`src/rtl/pipeline_pkg.sv`:
```
// Shared types for the rv32i pipeline sequencer: state encoding and
// per-state output vectors {fetch, decode, exec, write, pc_hold, flush}.
package pipeline_pkg;

    typedef enum logic [3:0] {
        WARMUP_1   = 4'd0,
        WARMUP_2   = 4'd1,
        WARMUP_3   = 4'd2,
        RUN        = 4'd3,
        STALL_LOAD = 4'd4,
        FLUSH      = 4'd5,
        PAUSE      = 4'd6,
        HALT       = 4'd7
    } pipeline_t;

    localparam logic [5:0] OUT_WARMUP_1   = 6'b100000;
    localparam logic [5:0] OUT_WARMUP_2   = 6'b110000;
    localparam logic [5:0] OUT_WARMUP_3   = 6'b111000;
    localparam logic [5:0] OUT_RUN        = 6'b111100;
    localparam logic [5:0] OUT_STALL_LOAD = 6'b000110;
    localparam logic [5:0] OUT_FLUSH      = 6'b000001;
    localparam logic [5:0] OUT_PAUSE      = 6'b000010;
    localparam logic [5:0] OUT_HALT       = 6'b000010;

endpackage

```
`src/rtl/pipeline_ctrl_sat_counter.sv`:
```
// Saturating event counter: counts inc pulses, sticks at all-ones.
module sat_counter #(
    parameter int W = 32
) (
    input  logic         clk,
    input  logic         rst,
    input  logic         inc,
    output logic [W-1:0] q
);

    logic [W-1:0] q_q;
    logic [W-1:0] q_d;

    always_comb begin
        q_d = q_q;
        if (inc && (q_q != '1)) begin
            q_d = q_q + 1'b1;
        end
    end

    always_ff @(posedge clk or posedge rst) begin
        if (rst) begin
            q_q <= '0;
        end else begin
            q_q <= q_d;
        end
    end

    assign q = q_q;

endmodule

```
`src/rtl/pipeline_ctrl.sv`:
```
// Central sequencer for the 4-stage pipeline: stage enables, PC hold,
// flush, warm-up, load-use stall, pause, halt and two perf counters.
module pipeline_ctrl
    import pipeline_pkg::*;
#(
    parameter int LOAD_STALL_CYCLES = 2,
    parameter int CNT_W             = 32
) (
    input  logic             clk,
    input  logic             rst,
    input  logic             load_hazard,
    input  logic             br_taken,
    input  logic             pause_req,
    input  logic             halt,
    output logic             fetch_en,
    output logic             decode_en,
    output logic             exec_en,
    output logic             write_en,
    output logic             pc_hold,
    output logic             flush,
    output logic             halted,
    output logic [CNT_W-1:0] stall_cnt,
    output logic [CNT_W-1:0] flush_cnt
);

    localparam logic [1:0] STALL_INIT = 2'(LOAD_STALL_CYCLES - 1);

    pipeline_t  state_q, state_d;
    pipeline_t  saved_q, saved_d;
    logic [1:0] cnt_q, cnt_d;
    logic [5:0] out_vec;
    logic       pause_ok;
    logic       hazard_ok;

    assign pause_ok  = (state_q == WARMUP_1) || (state_q == WARMUP_2) ||
                       (state_q == WARMUP_3) || (state_q == RUN);
    assign hazard_ok = (state_q == WARMUP_3) || (state_q == RUN);

    always_comb begin
        state_d = state_q;
        saved_d = saved_q;
        cnt_d   = cnt_q;
        unique case (state_q)
            HALT: state_d = HALT;
            PAUSE: begin
                if (halt) begin
                    state_d = HALT;
                end else if (!pause_req) begin
                    state_d = saved_q;
                end
            end
            FLUSH: state_d = halt ? HALT : WARMUP_1;
            default: begin
                if (halt) begin
                    state_d = HALT;
                end else if (br_taken) begin
                    state_d = FLUSH;
                end else if (state_q == STALL_LOAD) begin
                    // hazard and pause wait until the stall drains
                    if (cnt_q == 2'd0) begin
                        state_d = RUN;
                    end else begin
                        cnt_d = cnt_q - 2'd1;
                    end
                end else if (load_hazard && hazard_ok) begin
                    state_d = STALL_LOAD;
                    cnt_d   = STALL_INIT;
                end else if (pause_req && pause_ok) begin
                    state_d = PAUSE;
                    saved_d = state_q;
                end else begin
                    unique case (state_q)
                        WARMUP_1: state_d = WARMUP_2;
                        WARMUP_2: state_d = WARMUP_3;
                        default:  state_d = RUN;
                    endcase
                end
            end
        endcase
    end

    always_ff @(posedge clk or posedge rst) begin
        if (rst) begin
            state_q <= WARMUP_1;
            saved_q <= WARMUP_1;
            cnt_q   <= 2'd0;
        end else begin
            state_q <= state_d;
            saved_q <= saved_d;
            cnt_q   <= cnt_d;
        end
    end

    always_comb begin
        out_vec = OUT_HALT;
        unique case (state_q)
            WARMUP_1:   out_vec = OUT_WARMUP_1;
            WARMUP_2:   out_vec = OUT_WARMUP_2;
            WARMUP_3:   out_vec = OUT_WARMUP_3;
            RUN:        out_vec = OUT_RUN;
            STALL_LOAD: out_vec = OUT_STALL_LOAD;
            FLUSH:      out_vec = OUT_FLUSH;
            PAUSE:      out_vec = OUT_PAUSE;
            default:    out_vec = OUT_HALT;
        endcase
    end

    assign {fetch_en, decode_en, exec_en, write_en, pc_hold, flush} = out_vec;
    assign halted = (state_q == HALT);

    sat_counter #(.W(CNT_W)) u_stall_cnt (
        .clk (clk),
        .rst (rst),
        .inc (state_q == STALL_LOAD),
        .q   (stall_cnt)
    );

    // counted on the edge that enters FLUSH
    sat_counter #(.W(CNT_W)) u_flush_cnt (
        .clk (clk),
        .rst (rst),
        .inc ((state_d == FLUSH) && (state_q != FLUSH)),
        .q   (flush_cnt)
    );

endmodule

```
`config.mk`:
```
export PLATFORM = sky130hd
export DESIGN_NAME = pipeline_ctrl
export DESIGN_NICKNAME = d
export VERILOG_FILES = /design/src/rtl/pipeline_pkg.sv /design/src/rtl/pipeline_ctrl_sat_counter.sv /design/src/rtl/pipeline_ctrl.sv
export SDC_FILE = /design/constraint.sdc
export NUM_CORES = 1
export LEC_CHECK = 0
export CORE_ASPECT_RATIO = 0.9
export CORE_UTILIZATION = 25
export CTS_CLUSTER_SIZE = 10
export DETAILED_ROUTE_END_ITERATION = 12
export HOLD_SLACK_MARGIN = 0.08
export PLACE_DENSITY = 0.53
export RECOVER_POWER = 100
export SETUP_SLACK_MARGIN = 0.1
export SLEW_MARGIN = 20
export SYNTH_ARGS = -nofsm -noshare
export SYNTH_HDL_FRONTEND = slang
export SYNTH_HIERARCHICAL = 1
export SYNTH_SLANG_ARGS = --single-unit
export TNS_END_PERCENT = 30
```
`constraint.sdc`:
```
create_clock -name clk -period 5.3 [get_ports clk]
set_clock_uncertainty 0.2 [all_clocks]
set_input_delay 1.06 -clock clk [delete_from_list [all_inputs] [get_ports clk]]
set_output_delay 1.06 -clock clk [all_outputs]
set_load 0.01 [all_outputs]
```
==> results of run 1 <==
==> final cells by class <==
cell class	count	area share, %
Inverter	11	0.815
Tap cell	198	4.89
Timing Repair Buffer	78	15.2
Clock inverter	7	1.95
Sequential cell	74	36.6
Clock buffer	9	4.45
Multi-Input combinational cell	266	36.2
==> cell families after synthesis <==
family / count (synthesis) / share of synthesized area, %
simple gates: 166 / 25.8
flops: 74 / 48.0
xor+xnor: 59 / 13.4
compound gates: 33 / 7.56
buf+inv: 22 / 2.79
mux: 5 / 1.43
fa+ha+maj: 3 / 0.973
==> worst register-to-register path, cell delays in order (launching register included) <==
cell and delay [ns]:
dfrtp_1 0.65, nor2_1 0.17, a311o_1 0.39, a2bb2oi_1 0.19, nor3b_2 0.48, nand3_1 0.19
or4_2 0.57, a311oi_2 0.72, nand4_1 0.21, xnor2_1 0.18
==> sequential cells by signal, summed over array words and instances (netlist names) <==
signal         count
u_flush_cnt/q     32
u_stall_cnt/q     32
saved_q            4
state_q            4
cnt_q              2
==> placed cells by master, fill, tap and decap left out, drive strengths merged, types with 4 or more instances in the layout <==
cell type | synthesis | final
dfrtp | 74 | 74
dlygate4sd3 | 0 | 74
xnor2 | 50 | 50
nand3 | 35 | 35
nand2 | 27 | 27
nand4 | 25 | 25
nor2 | 17 | 17
and3 | 14 | 14
inv | 11 | 14
clkbuf | 4 | 11
a21oi | 10 | 10
xor2 | 9 | 9
and4 | 8 | 8
nor3 | 7 | 7
and2 | 6 | 6
nand2b | 5 | 5
or3 | 4 | 4
mux2 | 4 | 4
nor4 | 4 | 4
==> where the power goes <==
group	switching (mW)	internal [mW]	total, mW	leakage, nW
registers	0.0737	0.602	0.676	1.01
clock network	0.250	0.416	0.666	0.157
logic	0.153	0.158	0.311	1.10
==> per-layer routing <==
layer / wire length [um] / vias to the layer above / global-route usage (%) / part of all wire, %
met5: 0 / - / 0 / 0
li1: - / 1466 / - / -
met4: 80 / 0 / 3.02 / 0.86
met2: 4110 / 69 / 18.0 / 44
met1: 4670 / 1478 / 17.0 / 50
met3: 455 / 6 / 4.82 / 4.9
==> through the flow <==
step / hold WS [ns] / power [mW] / setup WS (ns) / instance area, um^2 / instances
floorplan: 0.254 / 0.886 / 1.81 / 3860 / 362
global placement: 0.273 / 1.03 / 0.779 / 4810 / 627
finish: 0.281 / 1.65 / 0.622 / 5060 / 643
CTS: 0.293 / 1.71 / 1.02 / 5140 / 643
detailed placement: 0.274 / 1.03 / 0.658 / 4810 / 627
global route: 0.318 / 1.75 / 0.411 / 5060 / 643
==> synth_stat cells (all sizes together), types with 3 or more instances <==
| library cell | number |
|---|---|
| dfrtp | 74 |
| xnor2 | 50 |
| nand3 | 35 |
| nand2 | 27 |
| nand4 | 25 |
| nor2 | 17 |
| and3 | 14 |
| inv | 11 |
| a21oi | 10 |
| xor2 | 9 |
| and4 | 8 |
| buf | 7 |
| nor3 | 7 |
| and2 | 6 |
| nand2b | 5 |
| clkbuf | 4 |
| mux2 | 4 |
| nor4 | 4 |
| or3 | 4 |
| a31oi | 3 |
| ha | 3 |
| nor2b | 3 |
| nor3b | 3 |
| o21ai | 3 |
==> worst paths after layout <==
path | end | slack [ns] | start
max | u_flush_cnt/q[31]$_DFFE_PP0P_ | 0.62 | pause_req
min | u_stall_cnt/q[19]$_DFFE_PP0P_ | 0.28 | u_stall_cnt/q[19]$_DFFE_PP0P_
max reg2reg | u_flush_cnt/q[31]$_DFFE_PP0P_ | 1.23 | state_q[1]$_DFF_PP0_
min reg2reg | u_stall_cnt/q[19]$_DFFE_PP0P_ | 0.28 | u_stall_cnt/q[19]$_DFFE_PP0P_
max in group asynchronous | u_flush_cnt/q[25]$_DFFE_PP0P_ | 2.23 | rst
min in group asynchronous | state_q[0]$_DFF_PP0_ | 1.03 | rst
==> qor.yml, run 1 <==
outcome:
  status: "finished, violations left"
  failed_checks: "capacitance limit, slew limit"
sta:
  rsz0062_at_grt: "false"
  fmax_mhz: 214
  finalHoldViolations: 0
  fin_tns_setup_ns: 0
  finalSetupViolations: 0
  slew_violations: 66
  worstMarginPinSlew_ns: 1.75
  finalCritPeriodShare_pct: 88.3
  relSlewSlack_pct: -16.5
  min_period_ns: 4.68
clock_tree:
  cts_made_buffers: 9
  h-tree-depth: 3
  cts_root_buffer: "clkbuf_16"
  clock_latency_ns: 0.34
  cts_buffer_depth: 2
  clkSinkCount: 74
  cts_resized: 0
  post_cts_buffers: 0
  ctsHoldBuffers: 0
  cts_tree: "yes"
  path_clk_slew_ns: 0.06
cells_and_area:
  fin_util_pct: 34.0
  multiInputGateArea_um2: 1830
  layout.nets: 449
  num-fill-cells: 1495
  area.growth.synth_to_final_pct: 31.3
  drive_above_1_share_pct: 7.64
  register_area_um2: 1850
  antennaDiodeCount: 0
route:
  ant_nets: 0
  drc: 0
  drt_pass1_iterations: 4
  routed_wl_mm: 9.31
  drtIter0Drc: 163
  num_vias: 3019
  wl_per_cell_um: 14.5
  via_per_inst: 4.70
setup_path:
  critPathMaxStageDelay_ns: 0.72
  arrival_ns: 4.70
  end_kind: "register"
  cp_num_cells: 10
  start_kind: "input port"
  path_max_fanout: 10
  cp_top_family: "simple AND/OR/NAND/NOR gates"
  cp_num_buf_inv: 1
  crit_chain: "dlygate4sd3_1 > a211oi_1 > a311o_1 > a2bb2oi_1 > nor3b_2 > nand3_1 > or4_2 > a311oi_2 > nand4_1 > xnor2_1"
  crit_required_ns: 5.32
  worstSetupPathType: "in2reg"
  critPathSlowestCell: "a311oi_2"
  ff2ff_path_depth: 9
floorplan:
  rows: 42
  io_pins: 77
  die_w_um: 133
  die_y_um: 120
  coreArea_um2: 14900
  start_util_pct: 25.9
  die_area_um2: 15900
pwr:
  power_density_nw_per_um2: 326
  p_leak_nw: 2.27
  ir_drop_mv: 0.169
synth:
  synthTopCellsByArea: "dfrtp_1 (48%), xnor2_1 (11%), nand3_1 (4.5%)"
  synth_top_area_share_pct: 48.0
  syn_avg_cell_area_um2: 10.7
  ys_types: 61
  synthArstFlopShare_pct: 100
  synth_seq_cells: 74
  syn_nets: 371
  ys.flop_type: "dfrtp_1"
  seq_area_frac_synth_pct: 48.0
  syn_inst: 362
  syn-cell-area_um2: 3860
  synth-edff-count: 0
  ys_warn_count: 6
  synth_area_leader_cell: "dfrtp_1"
flow_run:
  drv_cap: 2
global_route:
  grtUsageTotal_pct: 12.3
  grt_antenna_before_repair: 0
  grt_pass1_vias: 2876
  grt_max_degree: 33
  grt_remaining_overflow: 0
  grt_pass1_wl_mm: 15.4
placement:
  hpwl_mm: 6.66
  gp_congestion: 0.769
  numPortBuffers: 76
min_path:
  whs_path_depth: 1
  min-delay-path-class: "reg2reg"
(Power assumes the default switching activity.)
==> run 2, diff against run 1 <==
--- a/config.mk
+++ b/config.mk
@@ -6,6 +6,7 @@
 export NUM_CORES = 1
 export LEC_CHECK = 0
 export CORE_ASPECT_RATIO = 0.9
+export CORE_MARGIN = 5
 export CORE_UTILIZATION = 25
 export CTS_CLUSTER_SIZE = 10
 export DETAILED_ROUTE_END_ITERATION = 12
==> qor.yml, run 2 (synthesis results as in run 1) <==
sta:
  finalHoldViolations: 0  # unchanged
  relSlewSlack_pct: -15.3  # +1.3 points
  hold-worst-slack_ns: 0.282  # +0.00148 ns
  fin_tns_setup_ns: 0  # unchanged
  slew_violations: 66  # unchanged
  fmax_mhz: 227  # +6.1%
  min_period_ns: 4.41  # -0.270 ns
  finalCritPeriodShare_pct: 83.2  # -5.1 points
  setup_ws_ns: 0.892  # +0.270 ns
  rsz0062_at_grt: "false"
  finalSetupViolations: 0  # unchanged
  worstMarginPinSlew_ns: 1.73  # -0.0191 ns
setup_path:
  path_max_fanout: 8  # -2
  ff2ff_path_depth: 9  # unchanged
  worstReg2RegEnd: "u_flush_cnt/q[28]$_DFFE_PP0P_"
  crit_required_ns: 5.32  # about the same
  arrival_ns: 4.43  # -0.27 ns
  start_kind: "input port"
  worstReg2RegStart: "state_q[1]$_DFF_PP0_"
  r2r_slack_ns: 1.50  # +0.27 ns
  crit_chain: "dlygate4sd3_1 > a211oi_1 > a311o_1 > a2bb2oi_1 > nor3b_2 > nand2_1 > or3_1 > a2111oi_2 > nand3_1 > xnor2_1"
  end_kind: "register"
  critPathMaxStageDelay_ns: 0.76  # +0.04 ns
  critPathSlowestCell: "a2111oi_2"
  worstSetupPathType: "in2reg"
  cp-startpoint: "pause_req"
outcome:
  failed_checks: "capacitance limit, slew limit"
  status: "finished, violations left"
clock_tree:
  cts_resized: 0  # unchanged
  post_cts_buffers: 0  # unchanged
  ctsHoldBuffers: 0  # unchanged
  clock_latency_ns: 0.33  # about the same
  h-tree-depth: 3  # unchanged
  path_clk_slew_ns: 0.06  # about the same
  clkSinkCount: 74  # unchanged
  cts_buffer_depth: 2  # unchanged
  cts_root_buffer: "clkbuf_16"
  cts_tree: "yes"
  cts_made_buffers: 9  # unchanged
min_path:
  min-delay-path-class: "reg2reg"
  holdPathEnd: "u_stall_cnt/q[6]$_DFFE_PP0P_"
  whs_path_depth: 1  # unchanged
  min_from: "u_stall_cnt/q[6]$_DFFE_PP0P_"
pwr:
  sw_frac_of_total_pct: 28.6  # -0.18 points
  combPwrFrac_pct: 19.6  # +0.8 points
  intPower_mw: 1.13  # -3.7%
  seqPwrFrac_pct: 42.4  # +1.5 points
  ir_drop_mv: 0.151  # -11%
  clockPowerShare_pct: 38.0  # -2.3 points
  power_density_nw_per_um2: 315  # -3.6%
  p_leak_nw: 2.25  # -0.67%
  p_switching_mw: 0.455  # -4.5%
placement:
  numPortBuffers: 76  # unchanged
  gp_congestion: 0.811  # +5.5%
  pre_cts_ws_ns: 0.654  # -0.00444 ns
  hpwl_mm: 6.83  # +2.5%
floorplan:
  die_y_um: 128  # +6.7%
  die_w_um: 141  # +6.0%
  io_pins: 77  # unchanged
  rows: 43  # +2.4%
  die_area_um2: 18000  # +13%
  coreArea_um2: 15300  # +2.7%
  start_util_pct: 25.2  # -0.69 points
cells_and_area:
  most-common-layout-cells: "dfrtp_1 (74), dlygate4sd3_1 (74), xnor2_1 (50), nand3_1 (35), nand2_1 (26)"
  layout.nets: 449  # unchanged
  drive_above_1_share_pct: 7.21  # -0.43 points
  antennaDiodeCount: 0  # unchanged
  area.growth.synth_to_final_pct: 30.9
global_route:
  grtUsageTotal_pct: 10.7  # -1.6 points
  grt_pass1_vias: 2998  # +4.2%
  grt_pass1_wl_mm: 15.7  # +1.8%
  grt_max_degree: 33  # unchanged
  grt_remaining_overflow: 0  # unchanged
  grt_antenna_before_repair: 0  # unchanged
route:
  drc: 0  # unchanged
  num_vias: 3042  # +0.76%
  via_per_inst: 4.71  # +0.29%
  drtIter0Drc: 190  # +17%
  drt_pass1_iterations: 4  # unchanged
  ant_nets: 0  # unchanged
  routed_wl_mm: 9.44  # +1.3%
  wl_per_cell_um: 14.6  # +0.85%
flow_run:
  drv_cap: 2  # unchanged
-- run 2: changes by cell type in the layout (fill, tap and decap cells not counted), sizes merged --
cell,delta
bufinv,-1
inv,-3
clkinvlp,+1
clkinv,+1
clkbuf,+1
-- run 2: metal layers --
layer	vias to the layer above	global-route usage, %	share of wire [%]	wire, um
li1	1459	-	-	-
met1	1514	14.2	47	4410
met2	60	16.4	47	4410
met3	9	3.92	5.6	529
met4	0	3.42	0.90	85
met5	-	0	0	0
-- run 2: worst max-delay path by stage --
stage / slack, ns / to / depth (start not counted)
4_1_cts: 1.02 / u_flush_cnt/q[31]$_DFFE_PP0P_ / 10
2_1_floorplan: 1.81 / u_flush_cnt/q[31]$_DFFE_PP0P_ / 10
3_3_place_gp: 0.75 / u_flush_cnt/q[31]$_DFFE_PP0P_ / 10
5_1_grt: 0.64 / u_flush_cnt/q[26]$_DFFE_PP0P_ / 10
6_report: 0.89 / u_flush_cnt/q[28]$_DFFE_PP0P_ / 10
3_5_place_dp: 0.65 / u_flush_cnt/q[31]$_DFFE_PP0P_ / 10
-- run 2: layout make-up --
| type | count | area (um^2) |
|---|---|---|
| Tap cell | 202 | 253 |
| Clock inverter | 5 | 55.1 |
| Inverter | 11 | 41.3 |
| Multi-Input combinational cell | 266 | 1840 |
| Timing Repair Buffer | 78 | 768 |
| Sequential cell | 74 | 1850 |
| Clock buffer | 10 | 239 |
| Fill cell | 1568 | 10200 |
-- run 2: through the flow --
| stage | util [%] | std cells | power, mW | area, um^2 |
|---|---|---|---|---|
| floorplan | - | 362 | 0.886 | 3860 |
| global placement | 31.5 | 631 | 1.03 | 4820 |
| detailed placement | 31.5 | 631 | 1.03 | 4820 |
| CTS | 33.5 | 646 | 1.65 | 5110 |
| global route | 33.0 | 646 | 1.68 | 5050 |
| finish | 33.0 | 646 | 1.59 | 5050 |
-- run 2: power by group through the flow --
stage	Sequential (mW)	Combinational, mW	Clock [mW]
after floorplan	0.655	0.231	0
after global placement	0.687	0.344	0
after detailed placement	0.682	0.347	0
after CTS	0.673	0.349	0.628
after global routing	0.684	0.349	0.649
final	0.673	0.311	0.604
-- run 2: worst max-delay path, delay by kind of cell --
family	cells	cell delay, ns
AOI/OAI and AO/OA	4	1.36
and+or+nand+nor	4	1.16
buffers and inverters	1	0.66
xor gates and xnor gates	1	0.18
==> edit: new RTL, config.mk and constraints of run 2 <==
Change the parameter `CNT_W` from 32 to 64.
--- a/src/rtl/pipeline_ctrl.sv
+++ b/src/rtl/pipeline_ctrl.sv
@@ -4,7 +4,7 @@
     import pipeline_pkg::*;
 #(
     parameter int LOAD_STALL_CYCLES = 2,
-    parameter int CNT_W             = 32
+    parameter int CNT_W             = 64
 ) (
     input  logic             clk,
     input  logic             rst,
Ports: changed (resized flush_cnt and stall_cnt); port bits go from 77 to 141. The function was not compared with the original's and may differ.
==> edit against run 2 <==
The flow still finishes with violations (max-capacitance violations, max-slew violations). Power is 76% higher. Sequential cell count increased by 64. Hold slack gained 0.0031 ns. Cell area increased by 92%. Sequential power increased by 72%. Synthesized area rose by 91%. Wire length grew 130%. Setup slack got worse by 0.034 ns. Die area rose by 83%. Critical endpoint is now u_flush_cnt/q[26]. Largest cell class is now multi-input gates. Largest power group is now clock.
==> edit: results (changes against run 2) <==
- Status: complete, but fails checks
- Failing checks: max-capacitance violations, max-slew violations
- Seq/total area: 0.357 (-0.00983)
- Number of clock buffers in the layout: 20 (+10)
- Clk cell area share: 0.0645 (+0.00630)
- Vias per inst: 4.69 (-0.48%)
- Port Buf Inserts: 140 (+84%)
- Non-clock buffer share: 0.147 (-0.00538)
- Max-slew violations: 102 (+55%)
- Synth warnings: 6 (unchanged)
- CTS buffer count: 17 (+8)
- Slew at the pin closest to its max-slew limit: 1.75 ns (+0.0234 ns)
- Routability cong.: 0.805 (-0.79%)
- Share of cells above drive strength 1: 0.0639 (-0.00822)
- Multi-In Gates: 544 (+100%)
- Filler Cell Count: 2990 (+91%)
- Crit path DAT: 4.54 ns (+0.11 ns)
- Sw frac: 0.261 (-0.0256)
- Maximum VDD drop: 0.000195 V (+29%)
- Mapped cell area: 0.00737 mm² (+91%)
- FFs & Latches: 138 (+86%)
- Slowest cell on the critical path: o21ai_0
- Post-synthesis compound-gate area fraction: 0.0324 (-0.0432)
- First-pass DRT Iterations: 5 (+1)
- Mapped Nets: 732 (+97%)
- Cells on worst reg2reg path: 7 (-2)
- Top post-synthesis cells by count: 138 x dfrtp_1, 87 x xor2_1, 60 x nand2_1
- DP HPWL: 16100 µm (+140%)
- Worst-Skew Late Latency: 0.42 ns (+0.09 ns)
- Number of global-route vias before repair: 5981 (+99%)
- DR iter-0 viols: 383 (+100%)
- Fmax: 225 MHz (-0.77%)
- Reg-to-Reg End: u_flush_cnt/q[26]
- Total track usage: 0.131 (+0.0236)
- R2r setup slk: 1.39 ns (-0.11 ns)
- Nets@finish: 875 (+95%)
- Non-Clock Buffer Count: 145 (+86%)
- Post-placement cell area: 0.00917 mm² (+90%)
- Fraction of registers with async set or reset after synthesis: 1.00 (unchanged)
- Finish-stage setup viols: 0 (unchanged)
- Crit-path max FO: 15 (+7)
- First-pass GRT wire length: 34800 µm (+120%)
- Distinct cells, synth: 66 (+8.2%)
- Nonclk inv count: 19 (+8)
- Sequential power share: 0.417 (-0.007)
- Clock root buffer: clkbuf_16
- Multi-input combinational area share: 0.373 (+0.00856)
- Area contributors post-synth: dfrtp_1 47%, xor2_1 10%, xnor2_1 4.6%, nand4_1 3.9%, nand3_1 3.4%
- CTS H-tree depth: 4 (+1)
- Post-Synth XOR/XNOR Area: 0.150 (+0.0158)
- Register area share after synthesis: 0.469 (-0.0115)
- Pleak: 4.63 nW (+110%)
- Max-Cap Viols: 3 (+1)
- Logic pwr share: 0.128 (-0.068)
- Crit-path max cell delay: 0.81 ns (+0.05 ns)
- Post-synthesis mux area share: 0.00458 (-0.00969)
- Post-CTS setup buffers: 0 (unchanged)
- Final wirelength: 21700 µm (+130%)
- Synth Area in Adders: 0.00679 (-0.00294)
- Pre-CTS setup slack: 1.02 ns (+0.364 ns)
## edit: worst min path at each step
| stage | start | to | depth (start not counted) |
|---|---|---|---|
| after floorplan | saved_q[2] | saved_q[2] | 1 |
| after global placement | saved_q[2] | saved_q[2] | 1 |
| after detailed placement | cnt_q[1] | cnt_q[1] | 1 |
| after CTS | u_flush_cnt/q[24] | u_flush_cnt/q[24] | 1 |
| after global routing | u_flush_cnt/q[24] | u_flush_cnt/q[24] | 1 |
| final | cnt_q[1] | cnt_q[1] | 1 |
## edit: metal layers
metal / GRT usage / wire length (µm)
met3: 0.0347 / 1360
met4: 0.0275 / 220
met1: 0.180 / 9970
met2: 0.208 / 10200
met5: 0 / 0
## edit: through the flow
stage               power (mW)  hold WS, ns  std cells  utilization
floorplan                 1.41        0.254        722            -
global placement          1.58        0.274       1242        0.316
detailed placement        1.58        0.277       1242        0.316
CTS                       2.86        0.292       1273        0.338
global route              2.92        0.298       1273        0.333
finish                    2.79        0.285       1273        0.333
